`config.mk`:
```
export PLATFORM = sky130hd
export DESIGN_NAME = cache_ctrl
export DESIGN_NICKNAME = d
export VERILOG_FILES = /design/src/rtl/cache_ctrl_pkg.sv /design/src/rtl/cache_ctrl_sat_counter.sv /design/src/rtl/cache_ctrl.sv
export SDC_FILE = /design/constraint.sdc
export NUM_CORES = 1
export LEC_CHECK = 0
export CAP_MARGIN = 5
export CORE_AREA = 2 2 256 258
export CTS_CLUSTER_DIAMETER = 120
export DETAILED_ROUTE_END_ITERATION = 16
export DIE_AREA = 0 0 258 260
export PLACE_DENSITY = 0.59
export SYNTH_ARGS = -nofsm -noshare
export SYNTH_HDL_FRONTEND = slang
export SYNTH_HIERARCHICAL = 1
export SYNTH_SLANG_ARGS = --single-unit
```
`constraint.sdc`:
```
create_clock -name clk -period 2.9 [get_ports clk]
set_input_delay 0.29 -clock clk [delete_from_list [all_inputs] [get_ports clk]]
set_output_delay 0.29 -clock clk [all_outputs]
set_load 0.03 [all_outputs]
```
`src/rtl/cache_ctrl_pkg.sv`:
```
// Shared definitions for the cache controller: FSM state encoding and statistics width.
package cache_ctrl_pkg;

  localparam int unsigned CNTW = 32;

  typedef enum logic [2:0] {
    IDLE   = 3'd0,
    LOOKUP = 3'd1,
    WAIT   = 3'd2,
    MISS   = 3'd3,
    FILL   = 3'd4,
    WRITE  = 3'd5,
    RESP   = 3'd6
  } state_e;

endpackage

```
`src/rtl/cache_ctrl_sat_counter.sv`:
```
// Saturating event counter with synchronous clear; a clear wins over a same-cycle increment.
module sat_counter
  import cache_ctrl_pkg::*;
#(
  parameter int unsigned W = CNTW
) (
  input  logic         clk,
  input  logic         rst,
  input  logic         clear,
  input  logic         inc,
  output logic [W-1:0] count
);

  always_ff @(posedge clk) begin
    if (rst || clear) begin
      count <= '0;
    end else if (inc && (count != {W{1'b1}})) begin
      count <= count + W'(1);
    end
  end

endmodule

```
`src/rtl/cache_ctrl.sv`:
```
// Write-through, write-allocate cache controller sequencing an external cache and backing memory.
module cache_ctrl
  import cache_ctrl_pkg::*;
#(
  parameter int unsigned DW     = 64,
  parameter int unsigned AW     = 64,
  parameter int unsigned INDEXW = 8
) (
  input  logic            clk,
  input  logic            rst,
  input  logic            req_valid,
  output logic            req_ready,
  input  logic            req_write,
  input  logic [AW-1:0]   req_addr,
  input  logic [DW-1:0]   req_wdata,
  output logic            rsp_valid,
  output logic [DW-1:0]   rsp_rdata,
  output logic            rsp_hit,
  output logic            cache_valid,
  output logic            cache_write,
  output logic [AW-1:0]   cache_addr,
  output logic [DW-1:0]   cache_wdata,
  input  logic [DW-1:0]   cache_rdata,
  input  logic            cache_ready,
  input  logic            cache_hit,
  output logic            mem_valid,
  output logic            mem_write,
  output logic [AW-1:0]   mem_addr,
  output logic [DW-1:0]   mem_wdata,
  input  logic            mem_ready,
  input  logic [DW-1:0]   mem_rdata,
  input  logic            stat_clear,
  output logic [CNTW-1:0] hit_count,
  output logic [CNTW-1:0] miss_count
);

  state_e        state, state_n;
  logic [AW-1:0] addr_q, addr_n;
  logic [DW-1:0] wdata_q, wdata_n;
  logic [DW-1:0] data_q, data_n;
  logic          enter_write;
  logic          hit_inc, miss_inc;

  logic          req_ready_n, rsp_valid_n, rsp_hit_n;
  logic [DW-1:0] rsp_rdata_n;
  logic          cache_valid_n, cache_write_n;
  logic [AW-1:0] cache_addr_n;
  logic [DW-1:0] cache_wdata_n;
  logic          mem_valid_n, mem_write_n;
  logic [AW-1:0] mem_addr_n;
  logic [DW-1:0] mem_wdata_n;

  // Next state plus next value of every registered output, derived from the state being entered.
  always_comb begin
    state_n     = state;
    addr_n      = addr_q;
    wdata_n     = wdata_q;
    data_n      = data_q;
    rsp_hit_n   = 1'b0;
    rsp_rdata_n = '0;
    hit_inc     = 1'b0;
    miss_inc    = 1'b0;

    case (state)
      IDLE: begin
        if (req_valid && req_ready) begin
          addr_n  = req_addr;
          wdata_n = req_wdata;
          state_n = req_write ? WRITE : LOOKUP;
        end
      end
      LOOKUP: state_n = WAIT;
      WAIT: begin
        if (cache_ready) begin
          if (cache_hit) begin
            state_n     = RESP;
            rsp_hit_n   = 1'b1;
            rsp_rdata_n = cache_rdata;
            hit_inc     = 1'b1;
          end else begin
            state_n = MISS;
          end
        end
      end
      MISS: begin
        if (mem_ready) begin
          data_n  = mem_rdata;
          state_n = FILL;
        end
      end
      FILL: begin
        state_n     = RESP;
        rsp_rdata_n = data_q;
        miss_inc    = 1'b1;
      end
      WRITE: begin
        if (mem_ready) state_n = RESP;
      end
      RESP:    state_n = IDLE;
      default: state_n = IDLE;
    endcase

    // The cache sees a write only in the first WRITE cycle; memory holds it until accepted.
    enter_write   = (state == IDLE) && (state_n == WRITE);
    req_ready_n   = (state_n == IDLE);
    rsp_valid_n   = (state_n == RESP);
    cache_valid_n = (state_n == LOOKUP) || (state_n == FILL) || enter_write;
    cache_write_n = (state_n == FILL) || enter_write;
    cache_addr_n  = cache_valid_n ? {addr_n[AW-1:INDEXW], addr_n[INDEXW-1:0]} : '0;
    cache_wdata_n = (state_n == FILL) ? data_n : (enter_write ? wdata_n : '0);
    mem_valid_n   = (state_n == MISS) || (state_n == WRITE);
    mem_write_n   = (state_n == WRITE);
    mem_addr_n    = mem_valid_n ? addr_n : '0;
    mem_wdata_n   = mem_write_n ? wdata_n : '0;
  end

  always_ff @(posedge clk) begin
    if (rst) begin
      state       <= IDLE;
      addr_q      <= '0;
      wdata_q     <= '0;
      data_q      <= '0;
      req_ready   <= 1'b0;
      rsp_valid   <= 1'b0;
      rsp_rdata   <= '0;
      rsp_hit     <= 1'b0;
      cache_valid <= 1'b0;
      cache_write <= 1'b0;
      cache_addr  <= '0;
      cache_wdata <= '0;
      mem_valid   <= 1'b0;
      mem_write   <= 1'b0;
      mem_addr    <= '0;
      mem_wdata   <= '0;
    end else begin
      state       <= state_n;
      addr_q      <= addr_n;
      wdata_q     <= wdata_n;
      data_q      <= data_n;
      req_ready   <= req_ready_n;
      rsp_valid   <= rsp_valid_n;
      rsp_rdata   <= rsp_rdata_n;
      rsp_hit     <= rsp_hit_n;
      cache_valid <= cache_valid_n;
      cache_write <= cache_write_n;
      cache_addr  <= cache_addr_n;
      cache_wdata <= cache_wdata_n;
      mem_valid   <= mem_valid_n;
      mem_write   <= mem_write_n;
      mem_addr    <= mem_addr_n;
      mem_wdata   <= mem_wdata_n;
    end
  end

  sat_counter #(.W(CNTW)) u_hit_cnt (
    .clk   (clk),
    .rst   (rst),
    .clear (stat_clear),
    .inc   (hit_inc),
    .count (hit_count)
  );

  sat_counter #(.W(CNTW)) u_miss_cnt (
    .clk   (clk),
    .rst   (rst),
    .clear (stat_clear),
    .inc   (miss_inc),
    .count (miss_count)
  );

endmodule

```
==> reports/metrics.cfg <==
[drt]
wire_per_inst_um = 21.8
num_vias = 17500
drt-vias-per-instance = 4.99
routed_wl_mm = 76.6
drc = 0
drtPass1Iterations = 5
dr.first_iter.drc_count = 1047
ant_nets = 0

[timing]
setup_violations = 0
relSlewSlack = 0.274
fin_crit_ns = 2.40
hold_viol = 0
max_slew.worst_pin.slew_ns = 1.09
finClkSkew_ns = 0.0266
setup_tns_ns = 0
rsz0062_at_grt = false
timing.fmax_mhz = 416
fin_crit_sh = 0.829
drv_slew = 0

[critical_path]
critPathMaxFanout = 26
crit_chain = nand4bb_1 > a21oi_1 > o21ai_4 > buf_4 > a211oi_1
crit_family = compound AO/OA/AOI/OAI gates
crit_buf_inv = 1
end_kind = flip-flop
cp.required_ns = 3.33
cp_slowest_cell = o21ai_4
slowest_delay_ns = 0.89
path_class = reg -> reg
cp.arrival_ns = 2.84
start_kind = flip-flop

[finish]
layout.nets = 2863
final_core_util = 0.469
drive_above_1_share = 0.113
syn_to_final_growth_pct = 46.8
fill_cells = 5929

[global_route]
antenna_found_initial = 17
grt_pass1_vias = 17700
grt_use_met1 = 0.256
grt_busiest_layer = met2
grt.total_usage = 0.219
use_met2 = 0.372
grt_first_pass_wirelength_mm = 113
overflow = 0
grtUsageMet3 = 0.0653
grt_max_degree = 130

[synthesis]
synth_area_um2 = 20500
yosysSeqAreaShare = 0.572
ys_ff_latch = 586
ys.flop_type = dfxtp_1
syn-num-nets = 2264
synth_cell_types = 62
synth_edf_count = 0
syn_avg_cell_area_um2 = 10.3
async_flop_share = 0
yosys_warnings = 6
synthCells = 1998

[power]
p_per_area_nw_per_um2 = 748
vdd_ir_drop_max_mv = 0.459
p_leak_nw = 10.2

[min_path]
hold_path_class = in -> reg

[floorplanning]
core.rowCount = 93
io_pins = 655
die-height_um = 260
fp.dieW_um = 258
coreArea_um2 = 64100
die-area_um2 = 67100
start_util = 0.320

[cts]
clk_pin_slew_ns = 0.06
h-tree-depth = 3
post_cts_resized = 0
root_buffer = clkbuf_16
clock_sinks = 586
clk_latency_ns = 0.60
cts_tree = built
cts_buffers = 66
cts_max_path_buffers = 3

[placed_design]
place_congestion = 0.867
dp_hpwl_mm = 53.5
io_buffers = 654

[flow_run]
maxCapViolCount = 0

[outcome]
status = complete, no violations

-- worst min-delay path, delay by kind of cell --
| family | cells | cell delay [ns] |
|---|---|---|
| AO/OA/AOI/OAI | 1 | 0.06 |
| AND/OR/NAND/NOR | 1 | 0.07 |
| buffers and inverters | 1 | 0.40 |
-- placed cells by master, fill, tap and decap left out, drive strengths merged, types with 43 or more instances in the layout --
| cell type | instances |
|---|---|
| a211oi | 65 |
| a21oi | 124 |
| a22oi | 65 |
| a2bb2o | 64 |
| and2 | 70 |
| buf | 43 |
| clkbuf | 94 |
| clkdlybuf4s50 | 653 |
| dfxtp | 586 |
| mux2i | 66 |
| nand2 | 160 |
| nand3 | 88 |
| nor2 | 142 |
| nor3 | 68 |
| o21ai | 171 |
-- flip-flops by register name (all words and copies together), names as in the netlist, 3 cells and up --
name	cells
cache_addr	64
state	3
cache_wdata	64
u_miss_cnt/count	32
rsp_rdata	64
mem_addr	64
wdata_q	64
data_q	64
mem_wdata	64
u_hit_cnt/count	32
addr_q	64
-- stage by stage --
step	cell area, um^2	setup slack, ns	cells	hold WS (ns)	total power (W)
4_1_cts	30100	0.502	3499	0.235	0.0227
2_1_floorplan	20500	0.553	1998	0.425	0.0122
6_report	30100	0.497	3509	0.272	0.0225
3_5_place_dp	27900	0.275	3383	0.445	0.0144
5_1_grt	30100	0.359	3506	0.270	0.0234
3_3_place_gp	27900	0.299	3383	0.436	0.0144
-- worst paths after layout --
check	startpoint	end	slack, ns	cells past startpoint
hold reg to reg	data_q[18]	data_q[18]	0.45	2
setup reg to reg	state[0]	cache_addr[1]	0.50	5
hold / removal	mem_rdata[36]	data_q[36]	0.27	3
setup / recovery	state[0]	cache_addr[1]	0.50	5
-- Yosys cell counts, drive strengths merged, types with 3 or more instances --
| cell type | instances | share of area |
|---|---|---|
| nor2 | 142 | 0.027 |
| and2 | 70 | 0.021 |
| buf | 66 | 0.023 |
| dfxtp | 586 | 0.57 |
| or2 | 4 | 0.0012 |
| nor2b | 3 | 0.00092 |
| clkbuf | 98 | 0.018 |
| or4 | 20 | 0.0077 |
| a22oi | 65 | 0.024 |
| nand3 | 88 | 0.021 |
| and4 | 14 | 0.0066 |
| nand2 | 160 | 0.030 |
| and3 | 7 | 0.0029 |
| inv | 10 | 0.0018 |
| nor3 | 68 | 0.022 |
| a21oi | 124 | 0.033 |
| mux2i | 66 | 0.032 |
| nand4 | 18 | 0.0061 |
| o311ai | 4 | 0.0034 |
| o31ai | 22 | 0.011 |
| a211oi | 65 | 0.039 |
| o21ai | 171 | 0.042 |
| a2bb2o | 64 | 0.031 |
| or3 | 39 | 0.013 |
-- logic make-up (layout without fill, tap and decap cells) --
| kind of cell | count (synthesis) | after routing | share of synthesized area |
|---|---|---|---|
| compound gates | 523 | 523 | 0.186 |
| flops | 586 | 586 | 0.572 |
| other cells | 0 | 10 | 0 |
| mux | 66 | 66 | 0.0322 |
| simple gates | 641 | 641 | 0.163 |
| buf+inv | 176 | 822 | 0.0435 |
| xor+xnor | 4 | 4 | 0.00171 |
| fa+ha+maj | 2 | 2 | 0.00122 |
-- layout make-up --
class | instances | area, um^2 | area share
sequential | 586 | 11700 | 0.390
multi-input combinational | 1236 | 7980 | 0.265
timing repair buffer | 697 | 7110 | 0.236
clock buffer | 94 | 1930 | 0.0640
tap | 855 | 1070 | 0.0355
clock inverter | 21 | 223 | 0.00740
inverter | 10 | 37.5 | 0.00125
antenna | 10 | 25.0 | 0.000831
-- power by group --
part	leakage, nW	total [W]	internal [W]	switching (W)
logic	4.40	0.00539	0.00179	0.00359
registers	4.73	0.00886	0.00861	0.000249
clock network	1.04	0.00826	0.00484	0.00343
total	10.2	0.0225	0.0152	0.00727
-- routing by layer --
metal,vias to the layer above,wire length [um]
met3,143,6240
met4,14,2870
met2,626,37300
met1,8452,30100
li1,8286,-
met5,-,87
-- timing repair --
action                    CTS  global route
buffers inserted            0             0
hold buffers                1             0
hold endpoints to repair    4             0
(Power assumes the default switching activity.)
